### config.mk
export PLATFORM = sky130hd
export DESIGN_NAME = mpls_label_xlate
export DESIGN_NICKNAME = d
export VERILOG_FILES = /design/src/rtl/mpls_label_xlate.sv
export SDC_FILE = /design/constraint.sdc
export NUM_CORES = 1
export LEC_CHECK = 0
export CORE_UTILIZATION = 45
export CTS_CLUSTER_DIAMETER = 120
export CTS_CLUSTER_SIZE = 20
export DETAILED_ROUTE_END_ITERATION = 8
export PLACE_DENSITY = 0.68
export SYNTH_ARGS = -nofsm -noshare
export SYNTH_HDL_FRONTEND = slang
export SYNTH_SLANG_ARGS = --single-unit
### constraint.sdc
create_clock -name clk -period 12.2 [get_ports clk]
set_clock_uncertainty 0.05 [all_clocks]
set_input_delay 2.44 -clock clk [delete_from_list [all_inputs] [get_ports clk]]
set_output_delay 2.44 -clock clk [all_outputs]
set_load 0.01 [all_outputs]
### src/rtl/mpls_label_xlate.sv
// Three-stage MPLS incoming-label translator: label -> descriptor address plus two counter
// addresses, with per-delivery label-space / descriptor-window error pulses.
module mpls_label_xlate #(
  parameter int unsigned LABEL_WIDTH = 20,
  parameter int unsigned ADDR_WIDTH  = 19
) (
  input  logic                   clk,
  input  logic                   reset,
  input  logic                   in_vld,
  output logic                   in_rdy,
  input  logic [LABEL_WIDTH-1:0] in_label,
  input  logic [1:0]             in_port,
  input  logic [ADDR_WIDTH-1:0]  ls1_base,
  input  logic [ADDR_WIDTH-1:0]  ls2_base,
  input  logic [ADDR_WIDTH-1:0]  ls3_base,
  input  logic [ADDR_WIDTH-1:0]  ls4_base,
  input  logic [ADDR_WIDTH-1:0]  ls1_bound,
  input  logic [ADDR_WIDTH-1:0]  ls2_bound,
  input  logic [ADDR_WIDTH-1:0]  ls3_bound,
  input  logic [ADDR_WIDTH-1:0]  ls4_bound,
  input  logic [ADDR_WIDTH-1:0]  ld_base,
  input  logic [ADDR_WIDTH-1:0]  ld_bound,
  input  logic [ADDR_WIDTH-1:0]  counter1_base,
  input  logic [ADDR_WIDTH-1:0]  counter2_base,
  output logic                   out_vld,
  input  logic                   out_rdy,
  output logic [ADDR_WIDTH-1:0]  out_ld_addr,
  output logic [ADDR_WIDTH-1:0]  out_cnt1_addr,
  output logic [ADDR_WIDTH-1:0]  out_cnt2_addr,
  output logic                   out_miss,
  output logic                   label_space_error,
  output logic                   drop_ld_error
);

  localparam int unsigned SumW = LABEL_WIDTH + 1;

  typedef logic [ADDR_WIDTH-1:0]  addr_t;
  typedef logic [LABEL_WIDTH-1:0] label_t;
  typedef logic [SumW-1:0]        sum_t;

  logic   w_adv;
  addr_t  w_sel_base, w_sel_bound;
  logic   w_ls_ok;
  label_t w_offset;
  sum_t   w_sum;
  logic   w_ld_ok;
  addr_t  w_cnt1, w_cnt2;

  // S1: accepted request plus config snapshot
  logic   r_s1_vld;
  label_t r_s1_label;
  addr_t  r_s1_base, r_s1_bound, r_s1_ld_base, r_s1_ld_bound, r_s1_cnt1_base, r_s1_cnt2_base;

  // S2: range check result
  logic   r_s2_vld, r_s2_ls_ok;
  label_t r_s2_offset;
  addr_t  r_s2_ld_base, r_s2_ld_bound, r_s2_cnt1_base, r_s2_cnt2_base;

  // S3: final, already-masked result
  logic   r_s3_vld, r_s3_miss, r_s3_ls_err, r_s3_ld_err;
  addr_t  r_s3_ld_addr, r_s3_cnt1, r_s3_cnt2;

  // Whole pipe advances or freezes as one; bubbles are not squeezed out.
  assign w_adv  = !r_s3_vld || out_rdy;
  assign in_rdy = w_adv;

  always_comb begin
    w_sel_base  = ls1_base;
    w_sel_bound = ls1_bound;
    unique case (in_port)
      2'd0: begin w_sel_base = ls1_base; w_sel_bound = ls1_bound; end
      2'd1: begin w_sel_base = ls2_base; w_sel_bound = ls2_bound; end
      2'd2: begin w_sel_base = ls3_base; w_sel_bound = ls3_bound; end
      2'd3: begin w_sel_base = ls4_base; w_sel_bound = ls4_bound; end
      default: ;
    endcase
  end

  assign w_ls_ok  = (r_s1_label >= label_t'(r_s1_base)) && (r_s1_label <= label_t'(r_s1_bound));
  assign w_offset = r_s1_label - label_t'(r_s1_base);

  assign w_sum   = sum_t'(r_s2_ld_base) + sum_t'(r_s2_offset);
  assign w_ld_ok = r_s2_ls_ok && (w_sum <= sum_t'(r_s2_ld_bound));
  assign w_cnt1  = r_s2_cnt1_base + r_s2_offset[ADDR_WIDTH-1:0];
  assign w_cnt2  = r_s2_cnt2_base + r_s2_offset[ADDR_WIDTH-1:0];

  always_ff @(posedge clk or negedge reset) begin
    if (!reset) begin
      r_s1_vld       <= 1'b0;
      r_s1_label     <= '0;
      r_s1_base      <= '0;
      r_s1_bound     <= '0;
      r_s1_ld_base   <= '0;
      r_s1_ld_bound  <= '0;
      r_s1_cnt1_base <= '0;
      r_s1_cnt2_base <= '0;
      r_s2_vld       <= 1'b0;
      r_s2_ls_ok     <= 1'b0;
      r_s2_offset    <= '0;
      r_s2_ld_base   <= '0;
      r_s2_ld_bound  <= '0;
      r_s2_cnt1_base <= '0;
      r_s2_cnt2_base <= '0;
      r_s3_vld       <= 1'b0;
      r_s3_miss      <= 1'b0;
      r_s3_ls_err    <= 1'b0;
      r_s3_ld_err    <= 1'b0;
      r_s3_ld_addr   <= '0;
      r_s3_cnt1      <= '0;
      r_s3_cnt2      <= '0;
    end else if (w_adv) begin
      r_s1_vld <= in_vld;
      r_s2_vld <= r_s1_vld;
      r_s3_vld <= r_s2_vld;
      if (in_vld) begin
        r_s1_label     <= in_label;
        r_s1_base      <= w_sel_base;
        r_s1_bound     <= w_sel_bound;
        r_s1_ld_base   <= ld_base;
        r_s1_ld_bound  <= ld_bound;
        r_s1_cnt1_base <= counter1_base;
        r_s1_cnt2_base <= counter2_base;
      end
      if (r_s1_vld) begin
        r_s2_ls_ok     <= w_ls_ok;
        r_s2_offset    <= w_offset;
        r_s2_ld_base   <= r_s1_ld_base;
        r_s2_ld_bound  <= r_s1_ld_bound;
        r_s2_cnt1_base <= r_s1_cnt1_base;
        r_s2_cnt2_base <= r_s1_cnt2_base;
      end
      if (r_s2_vld) begin
        r_s3_miss    <= !w_ld_ok;
        r_s3_ls_err  <= !r_s2_ls_ok;
        r_s3_ld_err  <= r_s2_ls_ok && !w_ld_ok;
        r_s3_ld_addr <= w_ld_ok ? w_sum[ADDR_WIDTH-1:0] : '0;
        r_s3_cnt1    <= w_ld_ok ? w_cnt1 : '0;
        r_s3_cnt2    <= w_ld_ok ? w_cnt2 : '0;
      end
    end
  end

  assign out_vld       = r_s3_vld;
  assign out_ld_addr   = r_s3_ld_addr;
  assign out_cnt1_addr = r_s3_cnt1;
  assign out_cnt2_addr = r_s3_cnt2;
  assign out_miss      = r_s3_miss;

  // Pulses only on the transfer cycle, so a held result reports once.
  assign label_space_error = r_s3_vld && out_rdy && r_s3_ls_err;
  assign drop_ld_error     = r_s3_vld && out_rdy && r_s3_ld_err;

endmodule

# After elaboration in Yosys (flattened, before gate mapping)
# Cells that the tools add are included.
# word_totals
ff_bits,294
latch_bits,0
mem_bits_rw,0
rom_bits,0
inputBits,254
output_inout_bits,62
elab_cells,51
n_memories,0
# op_classes
addsub,4
mul,0
div_mod_pow,0
order_cmp,3
n_eq_ne,3
shift,0
n_mux,5
bitwise_logic,0
reduce_logical,14
# op_table
op,n
$pmux 19 s4,2
$mux 19,3
$add 19x19->19,2
$add 19x20->21,1
$le 21x19->1,1
$ge 20x19->1,1
$le 20x19->1,1
$sub 20x19->20,1
$logic_and 1x1->1,6
$reduce_and 2->1,3
$eq 2x2->1 const B,2
$logic_not 1->1,3
$eq 2x1->1 const B,1
$logic_not 2->1,1
$logic_or 1x1->1,1

# Longest topological paths before layout
# Gate-level depths: netlist (run 1).
# logic_depth
depth_word,5
depth_mapped,20

# Worst setup path before layout (run 1)
# Ideal clock, no wire load.
# synth_timing
kind,input to output
start,input port out_rdy
end,output port in_rdy
arrival_time_ns,2.788
t_required_ns,9.710
slack_ns,6.922
stages,2
n_path_buf,1
cell_sequence,nand2b_1 clkbuf_1
# synth_via
elab_chain_cells,1
# synth_rtl
element,line_no,rtl
from (decl),26,"input logic out_rdy,"
$logic_or 1x1->1,64,assign w_adv = !r_s3_vld || out_rdy;
to (decl),10,"output logic in_rdy,"
# No other way between the ends.

# Worst setup path after layout (run 1)
# Same ends and word-level chain as after synthesis.

==> flow_summary.yaml, run 1 <==
run_status:
  status: "complete, no violations"
die:
  core_region_area_um2: 34700
  initial_core_util: 0.458
  die_w_um: 190
  ios: 316
  num_rows: 68
  dieArea_um2: 36100
  die_h_um: 190
place:
  dp_hpwl_um: 30300
  portBuffers: 315
  gp_congestion: 0.841
finish:
  diodes: 0
  final_common_cell: "clkdlybuf4s50_1"
  nFillCells: 3036
  layout-drive-gt1-share: 0.124
  reg_top3: "r_s1_label x20, r_s2_offset x20"
  syn2layout_area_growth_pct: 25.4
  final_net_count: 2104
  layout_common_cells: "clkdlybuf4s50_1 (312), dfrtp_1 (294), nand2_1 (237)"
critical_path:
  start_kind: "input port"
  path_class: "input port to primary output"
  cp_top_family: "buffers and inverters"
  crit_fanout: 9
  worst_path_max_delay_cell: "clkdlybuf4s50_1"
  crit_arrival_ps: 4120
  worstPathCellList: "clkdlybuf4s50_1 -> nand2b_1 -> clkdlybuf4s50_1"
  slowest_delay_ps: 660
  worstPathRequired_ps: 9710
  crit_buf_inv: 2
  path_common_cell: "clkdlybuf4s50_1"
  endpoint_kind: "primary output"
synthesis:
  synth_cell_types: 60
  syn_inst: 1448
  synth.avg_cell_area_um2: 11.0
  synth_edf_count: 0
  yosys_warnings: 0
  yosysSeqAreaShare: 0.462
  ys.flop_type: "dfrtp_1"
  ys_seq_elements: 294
  async_reset_ff_frac: 1.00
  syn_area_um2: 15900
  synth_nets: 1818
detailed_routing:
  totalWireLength_um: 39900
  viasPerCell: 5.42
  ant_nets: 0
  drc_errors: 0
  first_pass_iters: 5
  dr_total_vias: 11875
  first_iter_violations: 537
  wl_per_cell_um: 18.2
clock_network:
  cts_tree: "built"
  ctsHoldBuffers: 0
  clkTransAtPathRegs_ps: 90
  cts_buffer_depth: 3
  root_buffer: "clkbuf_16"
  htreeDepth: 1
  cts-buffers-inserted: 18
  clock-sinks: 294
  insertion_delay_ps: 510
  post_cts_resized: 0
  cts_setup_buffers: 0
pwr:
  p_per_area_nw_per_um2: 249
  power_leakage_nw: 9.06
  p_total_mw: 4.97
  peakVddDrop_v: 0.000119
timing:
  worst_slew_pin_slew_ps: 928
  max_freq_mhz: 151
  hold_violations: 0
  max-slew-margin-rel: 0.381
  setup-violations-final: 0
  slew_violations: 0
  fin_crit_ps: 6610
  fin_tns_setup_ps: 0
  grt_setup_unrepaired: "false"
  timing.final.crit_share: 0.542
grt:
  grt_max_degree: 87
  grt_pass1_vias: 11912
  track_usage: 0.224
  antenna_found_initial: 0
  grt_pass1_wl_um: 63100
  overflow: 0
job:
  drv_cap: 0
worst_hold_path:
  hold_class: "register to register"
synthesized netlist by cell type, drive strengths merged, types with 2 or more instances:
master	number	area [µm²]
a2111oi	5	43.8
a211o	4	35.0
a211oi	13	97.6
a21boi	3	22.5
a21o	26	195
a21oi	66	330
a22o	56	490
a31o	2	17.5
a31oi	7	43.8
and2	5	31.3
and3	6	37.5
and4	2	17.5
buf	10	57.6
clkbuf	48	180
dfrtp	294	7360
fa	4	80.1
ha	112	1400
inv	82	308
mux2	134	1510
mux4	38	856
nand2	240	901
nand2b	6	37.5
nand3	16	80.1
nand4	10	62.6
nor2	32	120
nor2b	9	56.3
nor3	14	70.1
nor4	4	25.0
o2111a	2	22.5
o211ai	3	22.5
o21a	14	105
o21ai	70	350
o21bai	11	82.6
o22ai	2	12.5
o311ai	4	35.0
o31a	3	26.3
o31ai	7	52.6
o41ai	3	26.3
or2	2	12.5
or3	4	25.0
or4	2	15.0
xnor2	37	324
xor2	22	193
logic make-up after synthesis:
| family | after synthesis | synth area share |
|---|---|---|
| multiplexers | 173 | 0.149 |
| XOR/XNOR | 59 | 0.0325 |
| adder cells (fa/ha/maj) | 116 | 0.0931 |
| flip-flops | 294 | 0.462 |
| AO/OA/AOI/OAI | 312 | 0.133 |
| buffers and inverters | 140 | 0.0343 |
| AND/OR/NAND/NOR | 354 | 0.0957 |
worst paths after layout:
kind | slack (ps) | endpoint | from | depth (start not counted)
min | 420 | r_s2_cnt1_base[15]$_DFFE_PN0P_ | r_s1_cnt1_base[15]$_DFFE_PN0P_ | 2
max | 5590 | in_rdy | out_rdy | 3
min in group asynchronous | 1840 | r_s1_ld_bound[4]$_DFFE_PN0P_ | reset | 1
min reg2reg | 420 | r_s2_cnt1_base[15]$_DFFE_PN0P_ | r_s1_cnt1_base[15]$_DFFE_PN0P_ | 2
max in group asynchronous | 8030 | r_s2_cnt2_base[12]$_DFFE_PN0P_ | reset | 3
max reg2reg | 6660 | out_cnt1_addr[18]$_DFFE_PN0P_ | r_s2_offset[0]$_DFFE_PN0P_ | 19
power by group:
part / internal, mW / switching [mW]
Sequential: 1.34 / 0.311
Combinational: 1.28 / 1.45
Clock: 0.279 / 0.315
Total: 2.89 / 2.08
final cells by class:
type	count	area, µm²	share of cell area
flip-flops and latches	294	7360	0.369
multi-input cells	1014	8030	0.402
repair buffers	324	3220	0.161
inverters	82	308	0.0154
well taps	455	569	0.0285
clock buffers	19	475	0.0238
clock inverters	1	8.76	0.000439
per-layer routing:
layer / wire length, µm / track usage / up-vias
met5: 0 / 0 / -
met4: 1020 / 0.0608 / 0
met3: 2050 / 0.0330 / 45
met2: 19800 / 0.387 / 332
met1: 17000 / 0.291 / 5754
li1: - / - / 5744
worst min-delay path, delay by kind of cell (launching register included):
kind / cells / cell delay (ps)
simple gates: 2 / 100
flops: 1 / 350
metrics by stage:
stage / setup slack, ps / util / instance area (µm²) / hold WS [ps] / instances
floorplan: 6920 / - / 15900 / 383 / 1448
global placement: 5540 / 0.561 / 19500 / 394 / 2169
detailed placement: 5570 / 0.561 / 19500 / 404 / 2169
CTS: 5560 / 0.575 / 20000 / 424 / 2189
global route: 5520 / 0.575 / 20000 / 446 / 2189
finish: 5590 / 0.575 / 20000 / 421 / 2189
Power figures use the tool's default switching activity.
==> run 2, diff against run 1 <==
- PLACE_DENSITY: 0.68 -> 0.71
- clock period: 12.2 -> 5.4 ns (I/O delays scaled with it)
==> run 2 against run 1 <==
  * Utilization grew 0.27 points
  * Die area is the same
  * Power grew 130%
  * Via count grew 0.79%
  * Register-to-register slack lost 6300 ps
  * Hold slack lost 6.9 ps
  * Sequential power grew 120%
  * Wire length grew 4.5%
  * Largest power group unchanged
==> flow_summary.yaml, run 2 (synthesized netlist as in run 1, its figures left out) <==
detailed_routing:
  wl_per_cell_um: 19.0
  first_pass_iters: 5
  totalWireLength_um: 41700
  drc_errors: 0
  first_iter_violations: 658
  viasPerCell: 5.45
  ant_nets: 0
  dr_total_vias: 11969
clock_network:
  htreeDepth: 1
  clkTransAtPathRegs_ps: 90
  root_buffer: "clkbuf_16"
  cts_buffer_depth: 3
  ctsHoldBuffers: 0
  cts_tree: "built"
  clock-sinks: 294
  cts-buffers-inserted: 18
  cts_setup_buffers: 0
  insertion_delay_ps: 520
  post_cts_resized: 0
critical_path:
  cp_top_family: "compound AO/OA/AOI/OAI gates"
  endpoint_kind: "register"
  worst_path_max_delay_cell: "nor4b_4"
  path_class: "register to register"
  worstPathRequired_ps: 5800
  crit_fanout: 52
  crit_arrival_ps: 5410
  worstPathCellList: "ha_1 -> inv_1 -> fa_1 -> nor2b_1 -> o21a_1 -> a311o_1 -> a32oi_1 -> a21boi_0 -> o41ai_1 -> xnor2_1 -> ha_1 -> a2111oi_0 -> o21ai_0 -> o21a_1 -> o21ai_0 -> a21oi_1 -> nor4b_4 -> buf_12 -> a22o_1"
  start_kind: "register"
  slowest_delay_ps: 550
  crit_buf_inv: 2
grt:
  antenna_found_initial: 0
  overflow: 0
  grt_max_degree: 105
  grt_pass1_wl_um: 67000
  track_usage: 0.237
  grt_pass1_vias: 12400
pwr:
  pwr-share-clk: 0.118
  p_per_area_nw_per_um2: 573
  internal_power_mw: 6.58
  seqPwrFrac: 0.321
  peakVddDrop_v: 0.000299
  comb_power_share: 0.561
  p_sw_frac: 0.427
  netSwitchingPower_mw: 4.90
  power_leakage_nw: 9.10
place:
  dp_hpwl_um: 32400
  portBuffers: 315
  preCtsSetupSlack_ps: 454
  dp.cells: 2175
  gp_congestion: 0.886
run_status:
  status: "complete, no violations"
timing:
  grt_setup_unrepaired: "false"
  hold_violations: 0
  timing.final.crit_share: 0.929
  postLayoutSetupSlackWorst_ps: 382
  max-slew-margin-rel: 0.400
  slew_violations: 0
  max_freq_mhz: 199
  fin_tns_setup_ps: 0
  worst_slew_pin_slew_ps: 900
  fin_crit_ps: 5020
  setup-violations-final: 0
die:
  core_region_area_um2: 34700
  die_h_um: 190
  dieArea_um2: 36100
  num_rows: 68
  die_w_um: 190
  initial_core_util: 0.458
  ios: 316
finish:
  final_common_cell: "clkdlybuf4s50_1"
  syn2layout_area_growth_pct: 26.0
  final_cells: 2195
  diodes: 0
  final_net_count: 2110
  layout_common_cells: "clkdlybuf4s50_1 (312), dfrtp_1 (294), nand2_1 (237)"
  reg_top3: "r_s1_label x20, r_s2_offset x20"
  layout-drive-gt1-share: 0.127
job:
  drv_cap: 0
worst_hold_path:
  hold_class: "register to register"
run 2: cell count changes in the layout (fill, tap and decap cells not counted), sizes merged:
| cell | delta |
|---|---|
| buf | +6 |
run 2: stage by stage:
step	power, mW	hold WS [ps]	utilization	cell area [µm²]
6_report	11.5	414	0.578	20100
5_1_grt	12.4	439	0.578	20100
4_1_cts	11.5	415	0.578	20100
3_5_place_dp	10.1	394	0.564	19600
3_3_place_gp	9.98	392	0.564	19600
2_1_floorplan	7.91	383	-	15900
run 2: cell type report:
cell class                      count  area (µm²)
Clock buffer                       19         475
Clock inverter                      1        8.76
Fill cell                        3021       14700
Inverter                           82         308
Multi-Input combinational cell   1014        8030
Sequential cell                   294        7360
Tap cell                          455         569
Timing Repair Buffer              330        3310
run 2: worst reg2reg max path, cell delays in order (launching register included):
cell and delay [ps]:
dfrtp_1 390, ha_1 230, inv_1 80, fa_1 210, nor2b_1 60, o21a_1 200, a311o_1 450, a32oi_1 290
a21boi_0 160, o41ai_1 330, xnor2_1 160, ha_1 230, a2111oi_0 440, o21ai_0 170, o21a_1 160, o21ai_0 160
a21oi_1 100, nor4b_4 550, buf_12 300, a22o_1 240
run 2: power by group through the flow:
stage | registers [mW] | logic (mW) | clock network [mW]
2_1_floorplan | 3.53 | 4.39 | 0
3_3_place_gp | 3.72 | 6.26 | 0
3_5_place_dp | 3.74 | 6.41 | 0
4_1_cts | 3.70 | 6.44 | 1.39
5_1_grt | 3.79 | 7.15 | 1.47
6_report | 3.69 | 6.44 | 1.35
run 2: metal layers:
metal	track usage	vias up	routed length (µm)
met2	0.409	360	20400
li1	-	5768	-
met5	0	-	0
met1	0.310	5794	17900
met3	0.0363	47	2440
met4	0.0583	0	908
run 2: final timing paths:
| kind | startpoint | to | slack, ps | cells after the start |
|---|---|---|---|---|
| max | r_s2_offset[0]$_DFFE_PN0P_ | out_cnt2_addr[10]$_DFFE_PN0P_ | 380 | 19 |
| min | r_s1_cnt2_base[11]$_DFFE_PN0P_ | r_s2_cnt2_base[11]$_DFFE_PN0P_ | 410 | 2 |
| max reg2reg | r_s2_offset[0]$_DFFE_PN0P_ | out_cnt2_addr[10]$_DFFE_PN0P_ | 380 | 19 |
| min reg2reg | r_s1_cnt2_base[11]$_DFFE_PN0P_ | r_s2_cnt2_base[11]$_DFFE_PN0P_ | 410 | 2 |
| max in group asynchronous | reset | r_s1_cnt1_base[9]$_DFFE_PN0P_ | 3650 | 2 |
| min in group asynchronous | reset | r_s1_ld_bound[11]$_DFFE_PN0P_ | 560 | 1 |
